<file path="config.mk">
export PLATFORM = sky130hd
export DESIGN_NAME = block_color_mapper_flat
export DESIGN_NICKNAME = d
export VERILOG_FILES = /design/src/rtl/block_color_mapper_if.sv /design/src/rtl/block_color_mapper.sv /design/src/flat_wrapper.sv
export SDC_FILE = /design/constraint.sdc
export NUM_CORES = 1
export LEC_CHECK = 0
export ABC_AREA = 1
export CORE_AREA = 2 2 251 203
export CTS_CLUSTER_SIZE = 8
export DETAILED_ROUTE_END_ITERATION = 16
export DIE_AREA = 0 0 253 205
export HOLD_SLACK_MARGIN = 0.03
export PLACE_DENSITY = 0.48
export RECOVER_POWER = 50
export SLEW_MARGIN = 5
export SYNTH_ARGS = -nofsm -noshare
export SYNTH_HDL_FRONTEND = slang
export SYNTH_SLANG_ARGS = --single-unit
</file>
<file path="constraint.sdc">
create_clock -name Clk -period 7.5 [get_ports Clk]
set_clock_uncertainty 0.1 [all_clocks]
set_input_delay 1.125 -clock Clk [delete_from_list [all_inputs] [get_ports Clk]]
set_output_delay 1.125 -clock Clk [all_outputs]
set_load 0.03 [all_outputs]
</file>
<file path="src/rtl/block_color_mapper_if.sv">
// Palette write channel of the block colour mapper: valid/ready handshake
// carrying a 4-bit palette index and a 24-bit {R,G,B} value.
interface block_color_mapper_if;
  logic        pal_wr_valid;
  logic [3:0]  pal_wr_idx;
  logic [23:0] pal_wr_rgb;
  logic        pal_wr_ready;

  modport master (
    output pal_wr_valid,
    output pal_wr_idx,
    output pal_wr_rgb,
    input  pal_wr_ready
  );

  modport slave (
    input  pal_wr_valid,
    input  pal_wr_idx,
    input  pal_wr_rgb,
    output pal_wr_ready
  );
endinterface

</file>
<file path="src/rtl/block_color_mapper.sv">
// Maps sprite colour indices through a 16x24 programmable palette to registered VGA RGB.
// After reset an init FSM loads a grey ramp before palette writes and pixels are enabled.
module block_color_mapper #(
  parameter int unsigned SRC_LAT         = 1,
  parameter logic [3:0]  TRANSPARENT_IDX = 4'd0,
  parameter logic [23:0] BG_RGB          = 24'h000040
) (
  input  logic                        Clk,
  input  logic                        Reset,
  input  logic [3:0]                  colorIndex,
  input  logic                        drawBlock,
  input  logic                        blank,
  block_color_mapper_if.slave         pal,
  output logic                        init_done,
  output logic [7:0]                  VGA_R,
  output logic [7:0]                  VGA_G,
  output logic [7:0]                  VGA_B
);

  typedef enum logic {ST_INIT, ST_RUN} state_t;

  state_t        state, state_next;
  logic [3:0]    init_cnt;
  logic          run_q;
  logic          init_we;
  logic          user_we;
  logic [23:0]   palette [16];
  logic [SRC_LAT-1:0] db_dly;
  logic [SRC_LAT-1:0] bl_dly;
  logic          db_al;
  logic          bl_al;
  logic [23:0]   rgb_q;

  // State register
  always_ff @(posedge Clk) begin
    if (!Reset) begin
      state    <= ST_INIT;
      init_cnt <= '0;
    end else begin
      state <= state_next;
      if (state == ST_INIT)
        init_cnt <= init_cnt + 4'd1;
    end
  end

  // Next-state logic
  always_comb begin
    state_next = state;
    case (state)
      ST_INIT: if (init_cnt == 4'd15) state_next = ST_RUN;
      ST_RUN:  state_next = ST_RUN;
      default: state_next = ST_INIT;
    endcase
  end

  // Output decode
  always_comb begin
    init_we = 1'b0;
    user_we = 1'b0;
    case (state)
      ST_INIT: init_we = 1'b1;
      ST_RUN:  user_we = pal.pal_wr_valid & run_q;
      default: ;
    endcase
  end

  // Ready/done are registered from the next state so they rise with the first RUN cycle
  always_ff @(posedge Clk) begin
    if (!Reset)
      run_q <= 1'b0;
    else
      run_q <= (state_next == ST_RUN);
  end

  assign pal.pal_wr_ready = run_q;
  assign init_done        = run_q;

  // Palette is not reset; INIT rewrites every entry. Entry n gets 8'h11*n, i.e. {n,n} per channel.
  always_ff @(posedge Clk) begin
    if (Reset) begin
      if (init_we)
        palette[init_cnt] <= {3{init_cnt, init_cnt}};
      else if (user_we)
        palette[pal.pal_wr_idx] <= pal.pal_wr_rgb;
    end
  end

  // Stage 1: realign drawBlock/blank with the sprite RAM read
  always_ff @(posedge Clk) begin
    if (!Reset) begin
      db_dly <= '0;
      bl_dly <= '0;
    end else begin
      db_dly[0] <= drawBlock;
      bl_dly[0] <= blank;
      for (int unsigned i = 1; i < SRC_LAT; i++) begin
        db_dly[i] <= db_dly[i-1];
        bl_dly[i] <= bl_dly[i-1];
      end
    end
  end

  assign db_al = db_dly[SRC_LAT-1];
  assign bl_al = bl_dly[SRC_LAT-1];

  // Stage 2: palette read sees the pre-write entry when a write lands on the same edge
  always_ff @(posedge Clk) begin
    if (!Reset)
      rgb_q <= '0;
    else if (!run_q || !bl_al)
      rgb_q <= '0;
    else if (!db_al || colorIndex == TRANSPARENT_IDX)
      rgb_q <= BG_RGB;
    else
      rgb_q <= palette[colorIndex];
  end

  assign VGA_R = rgb_q[23:16];
  assign VGA_G = rgb_q[15:8];
  assign VGA_B = rgb_q[7:0];

endmodule
</file>
<file path="src/flat_wrapper.sv">
// flat-port wrapper written by rule: the top's interface ports become plain ports
module block_color_mapper_flat 
#(
  parameter int unsigned SRC_LAT         = 1,
  parameter logic [3:0]  TRANSPARENT_IDX = 4'd0,
  parameter logic [23:0] BG_RGB          = 24'h000040
)
  (Clk, Reset, colorIndex, drawBlock, blank, init_done, VGA_R, VGA_G, VGA_B, pal_pal_wr_valid, pal_pal_wr_idx, pal_pal_wr_rgb, pal_pal_wr_ready);
  block_color_mapper_if pal_i ();
  input  logic Clk;
  input  logic Reset;
  input  logic [3:0] colorIndex;
  input  logic drawBlock;
  input  logic blank;
  output logic init_done;
  output logic [7:0] VGA_R;
  output logic [7:0] VGA_G;
  output logic [7:0] VGA_B;
  input wire logic [$bits(pal_i.pal_wr_valid)-1:0] pal_pal_wr_valid;
  input wire logic [$bits(pal_i.pal_wr_idx)-1:0] pal_pal_wr_idx;
  input wire logic [$bits(pal_i.pal_wr_rgb)-1:0] pal_pal_wr_rgb;
  output wire logic [$bits(pal_i.pal_wr_ready)-1:0] pal_pal_wr_ready;
  assign pal_i.pal_wr_valid = pal_pal_wr_valid;
  assign pal_i.pal_wr_idx = pal_pal_wr_idx;
  assign pal_i.pal_wr_rgb = pal_pal_wr_rgb;
  assign pal_pal_wr_ready = pal_i.pal_wr_ready;
  block_color_mapper #(.SRC_LAT(SRC_LAT), .TRANSPARENT_IDX(TRANSPARENT_IDX), .BG_RGB(BG_RGB)) u_core (.Clk(Clk), .Reset(Reset), .colorIndex(colorIndex), .drawBlock(drawBlock), .blank(blank), .pal(pal_i), .init_done(init_done), .VGA_R(VGA_R), .VGA_G(VGA_G), .VGA_B(VGA_B));
endmodule
</file>
==> impl_metrics.ini, run 1 <==
[status]
status = finished, violations left
violations = max-capacitance violations, max-slew violations

[power_and_ir_drop]
leakage_nw = 8.68
p_per_area_nw_per_um2 = 258
power_mw = 5.26
irDropWorstVdd_mv = 0.168

[global_route]
grt.total_usage = 0.185
grt_overflow = 0
grt_pass1_wl_mm = 70.8
first_global_vias = 10940
antenna_found_initial = 0
grt_max_degree = 76

[logic_synthesis]
syn_nets = 1782
syn-cell-area_sq_um = 17600
synthDistinctLibCells = 24
synth-main-ff-cell = edfxtp_1
synth_area_leaders = edfxtp_1 65%, nand2_1 15%, inv_1 5.8%, nand3_1 5.6%, dfxtp_1 3.5%
netlist_instances = 1744
yosys_warnings = 0
synth_fa_ha_area_frac = 0.000711
ys_async_sr_fraction = 0
synthMuxAreaShare = 0
synth_edf_count = 383
avgSynthCellArea_sq_um = 10.1
synth_top_area_share = 0.653
synth_simple_gate_area_frac = 0.219
ys_ff_latch = 414
synth_top_family_by_area = simple AND/OR/NAND/NOR gates
synth_xor_area_frac = 0
synth_seq_area_share = 0.688
synth_compound_area_frac = 0.00903
synth_top_cell_by_area = edfxtp_1

[clock_tree]
clockBufferDepth = 3
numCtsBuffers = 57
cts.repair.resized = 0
cts.sinks = 414
path_clk_slew_ns = 0.05
worstSkewPairLatency_ns = 0.57
h-tree-depth = 2
cts_tree = built
cts_root_buffer = clkbuf_16
post_cts_buffers = 0
holdBufCountCts = 0

[placed_design]
dpl.cell_count = 2371
port_buffers = 62
post-place-ws_ns = 2.59
gp_congestion = 0.857
place_area_sq_um = 18800
dp_hpwl_mm = 28.0

[route]
firstDrtPassIters = 5
via_per_inst = 4.61
routed_wl_mm = 47.2
ant_nets = 0
wl_per_cell_um = 19.1
vias = 11406
drt_iter0_drc = 901
drc_errors = 0

[sta]
fmax_mhz = 195
period_minus_slack_ns = 5.12
finalWorstSetupSlack_ns = 2.38
setup_viol = 0
fin_crit_sh = 0.683
rsz0062_at_grt = no
tns_ns = 0
tightest_slew_ns = 2.17
slew_headroom = -0.453
hold_violations = 0
slew_viol_final = 56

[hold_path]
hold_end = u_core.rgb_q[6]
whs_path_depth = 2
hp-start = u_core.bl_al
hold_class = register to register

[die]
ios = 63
die_area_sq_um = 51900
coreArea_sq_um = 49300
die_height_um = 205
fp-row-count = 73
initial_utilization = 0.357
die_width_um = 253

[job]
maxCapViolCount = 2

[critical_path]
crit_required_ns = 7.59
worst_ep_arrival_time_ns = 5.21
worstRegToRegCells = 8
critPathCaptureType = register
cp-start-kind = primary input
r2r-start = u_core.init_done
path_class = primary input to register
path_max_fanout = 29
r2r_end = u_core.palette[1][22]
regToRegSetupSlack_ns = 3.11

[layout]
diodes = 0
syn2layout_area_growth_pct = 15.8
stdcell_area_sq_um = 20400
fin_nets = 1831
drive_gt1_frac = 0.0544
fin_cells = 2475
==> area by class of cell <==
class,count,area (sq um)
sequential,414,12100
clock buffer,104,1610
tap,637,797
multi-input combinational,970,4110
fill,4741,28900
timing repair buffer,71,687
inverter,279,1050
==> worst max-delay path, cell delays in order <==
cell and delay (ns):
dlygate4sd3_1 0.67, nand2_2 0.08, nor2_1 1.39, inv_1 0.29, nand2_1 0.35, nand2_1 0.17, inv_2 0.08, nand2_1 0.23
nor2_4 0.80
==> Yosys cell counts (2+ instances only) <==
cell type and count:
nor2_1 20, nand2_4 3, nand2_1 702, a21oi_1 29
buf_1 4, nand3_1 196, dfxtp_1 31, buf_2 60
inv_2 8, nor3_1 3, clkbuf_1 8, edfxtp_1 383
inv_1 271, buf_4 8, nand3_2 4, nand2_2 5
nor2_4 2
==> cells in the final DEF, fill, tap and decap left out, drive strengths merged <==
| cell type | Yosys | final |
|---|---|---|
| nand2 | 710 | 710 |
| edfxtp | 383 | 383 |
| inv | 279 | 278 |
| nand3 | 200 | 200 |
| clkbuf | 9 | 104 |
| clkdlybuf4s50 | 0 | 32 |
| dfxtp | 31 | 31 |
| a21oi | 29 | 29 |
| dlygate4sd3 | 0 | 28 |
| nor2 | 23 | 23 |
| buf | 72 | 11 |
| nor3 | 3 | 3 |
| clkinv | 0 | 1 |
| nand3b | 1 | 1 |
| o21ai | 1 | 1 |
| o41ai | 1 | 1 |
| nor4 | 1 | 1 |
| ha | 1 | 1 |
==> metal layers <==
layer  wire (um)  global-route usage  vias to the layer above  part of all wire
met2       19000               0.258                      340              0.40
met4        1190              0.0530                        2             0.025
met5          76              0.0114                        -            0.0016
li1            -                   -                     5667                 -
met3        3570              0.0474                       83             0.076
met1       23400               0.280                     5314              0.50
==> report_power, final <==
| part | internal [mW] | total [mW] | switching, mW |
|---|---|---|---|
| Clock | 1.42 | 2.35 | 0.930 |
| Combinational | 0.0775 | 0.326 | 0.248 |
| Sequential | 2.57 | 2.58 | 0.00844 |
| Total | 4.07 | 5.26 | 1.19 |
==> worst max-delay path by stage <==
stage	from	to	slack [ns]
after CTS	Reset	u_core.palette[2][5]	3.19
final	Reset	u_core.palette[1][22]	2.38
after global routing	Reset	u_core.palette[2][22]	2.03
after global placement	Reset	u_core.palette[14][21]	2.72
after detailed placement	Reset	u_core.palette[2][9]	2.59
after floorplan	Reset	u_core.palette[4][0]	4.22
==> stage by stage <==
step                hold WS (ns)  utilization
detailed placement         0.455        0.381
global placement           0.471        0.381
finish                     0.459        0.413
floorplan                  0.340            -
CTS                        0.460        0.414
global route               0.488        0.413
==> cell families after synthesis <==
| logic type | after synthesis |
|---|---|
| flops | 414 |
| fa+ha+maj | 1 |
| compound gates | 31 |
| buf+inv | 360 |
| simple gates | 938 |
==> registers in the layout, summed over array words and instances (netlist names) <==
register / count
u_core.palette: 383
u_core.rgb_q: 24
u_core.init_cnt: 4
u_core.bl_al: 1
u_core.db_al: 1
u_core.init_done: 1
Note: power is estimated with default switching activity, not from simulation.
==> run 2: changes to the inputs <==
PLACE_DENSITY = 0.5   (was 0.48)
clock period = 4.6 ns   (was 7.5 ns; I/O delays follow)
==> impl_metrics.ini, run 2 (synthesis gave the netlist of run 1 again) <==
[sta]
setup_viol = 0
rsz0062_at_grt = no
fin_crit_sh = 0.825
period_minus_slack_ns = 3.79
slew_viol_final = 40
hold_violations = 0
slew_headroom = -0.346
tightest_slew_ns = 2.01
tns_ns = 0
fmax_mhz = 264

[critical_path]
cp-start-kind = primary input
path_class = primary input to register
crit_required_ns = 4.96
path_max_fanout = 39
critPathCaptureType = register
worst_ep_arrival_time_ns = 4.15

[die]
initial_utilization = 0.357
coreArea_sq_um = 49300
die_width_um = 253
ios = 63
die_area_sq_um = 51900
fp-row-count = 73
die_height_um = 205

[route]
ant_nets = 0
drt_iter0_drc = 1042
via_per_inst = 4.83
firstDrtPassIters = 5
drc_errors = 0
routed_wl_mm = 50.2
wl_per_cell_um = 20.2
vias = 12019

[layout]
largest_register_ffs = 383
diodes = 0
drive_gt1_frac = 0.0621
mostFrequentLayoutCells = 707 x nand2_1, 383 x edfxtp_1, 272 x inv_1, 196 x nand3_1, 57 x clkbuf_16
syn2layout_area_growth_pct = 16.5
reg_top3 = u_core.palette x383, u_core.rgb_q x24, u_core.init_cnt x4
fin_nets = 1847
mostFrequentLayoutCell = nand2_1
top_register = u_core.palette

[power_and_ir_drop]
p_per_area_nw_per_um2 = 420
power_mw = 8.62
irDropWorstVdd_mv = 0.246
leakage_nw = 8.75

[clock_tree]
holdBufCountCts = 0
cts.repair.resized = 0
worstSkewPairLatency_ns = 0.60
cts.sinks = 414
path_clk_slew_ns = 0.05
clockBufferDepth = 3
cts_tree = built
cts_root_buffer = clkbuf_16
h-tree-depth = 2
post_cts_buffers = 0
numCtsBuffers = 57

[global_route]
grt_overflow = 0
first_global_vias = 11310
antenna_found_initial = 2
grt_pass1_wl_mm = 74.0
grt.total_usage = 0.197
grt_max_degree = 145

[status]
status = finished, violations left
violations = max-capacitance violations, max-slew violations

[placed_design]
gp_congestion = 0.869
port_buffers = 62
dp_hpwl_mm = 30.2

[job]
maxCapViolCount = 1

[hold_path]
hold_class = register to register
[run 2: layout make-up]
type | instances | area (sq um)
clock buffers | 103 | 1600
fillers | 4692 | 28800
inverters | 279 | 1050
multi-input cells | 970 | 4120
flip-flops and latches | 414 | 12100
well taps | 637 | 797
repair buffers | 87 | 825
[run 2: metrics by stage]
step / cells / hold slack (ns) / utilization / worst slack, ns / instance area, sq um
final: 2490 / 0.420 / 0.416 / 0.806 / 20500
after global routing: 2490 / 0.459 / 0.416 / 0.693 / 20500
after CTS: 2490 / 0.425 / 0.417 / 1.41 / 20600
after detailed placement: 2387 / 0.418 / 0.384 / 0.788 / 19000
after global placement: 2387 / 0.429 / 0.384 / 0.824 / 19000
after floorplan: 1744 / 0.340 / - / 1.76 / 17600
[run 2: power by group]
part / switching (mW) / internal (mW)
combinational: 0.420 / 0.135
sequential: 0.0137 / 4.19
clock: 1.56 / 2.30
[run 2: final timing paths]
check / depth (start not counted) / to / start / slack (ns)
min: 2 / u_core.rgb_q[6] / u_core.bl_al / 0.42
max reg2reg: 9 / u_core.palette[13][23] / u_core.init_done / 1.42
max: 9 / u_core.rgb_q[19] / colorIndex[1] / 0.81
min reg2reg: 2 / u_core.rgb_q[6] / u_core.bl_al / 0.42
[run 2: worst max-delay path: stages]
cell	delay, ns
buf_4	0.15
clkinvlp_2	1.53
clkbuf_1	0.95
nand3_1	0.27
nand2_1	0.15
nand2_1	0.17
nand2_1	0.07
inv_1	0.06
a21oi_1	0.08
[run 2: layer usage]
| layer | global-route usage | part of all wire | vias up |
|---|---|---|---|
| met1 | 0.303 | 0.49 | 5824 |
| met2 | 0.266 | 0.40 | 414 |
| met5 | 0.0219 | 0.0031 | - |
| met3 | 0.0508 | 0.085 | 83 |
| li1 | - | - | 5696 |
| met4 | 0.0571 | 0.022 | 2 |
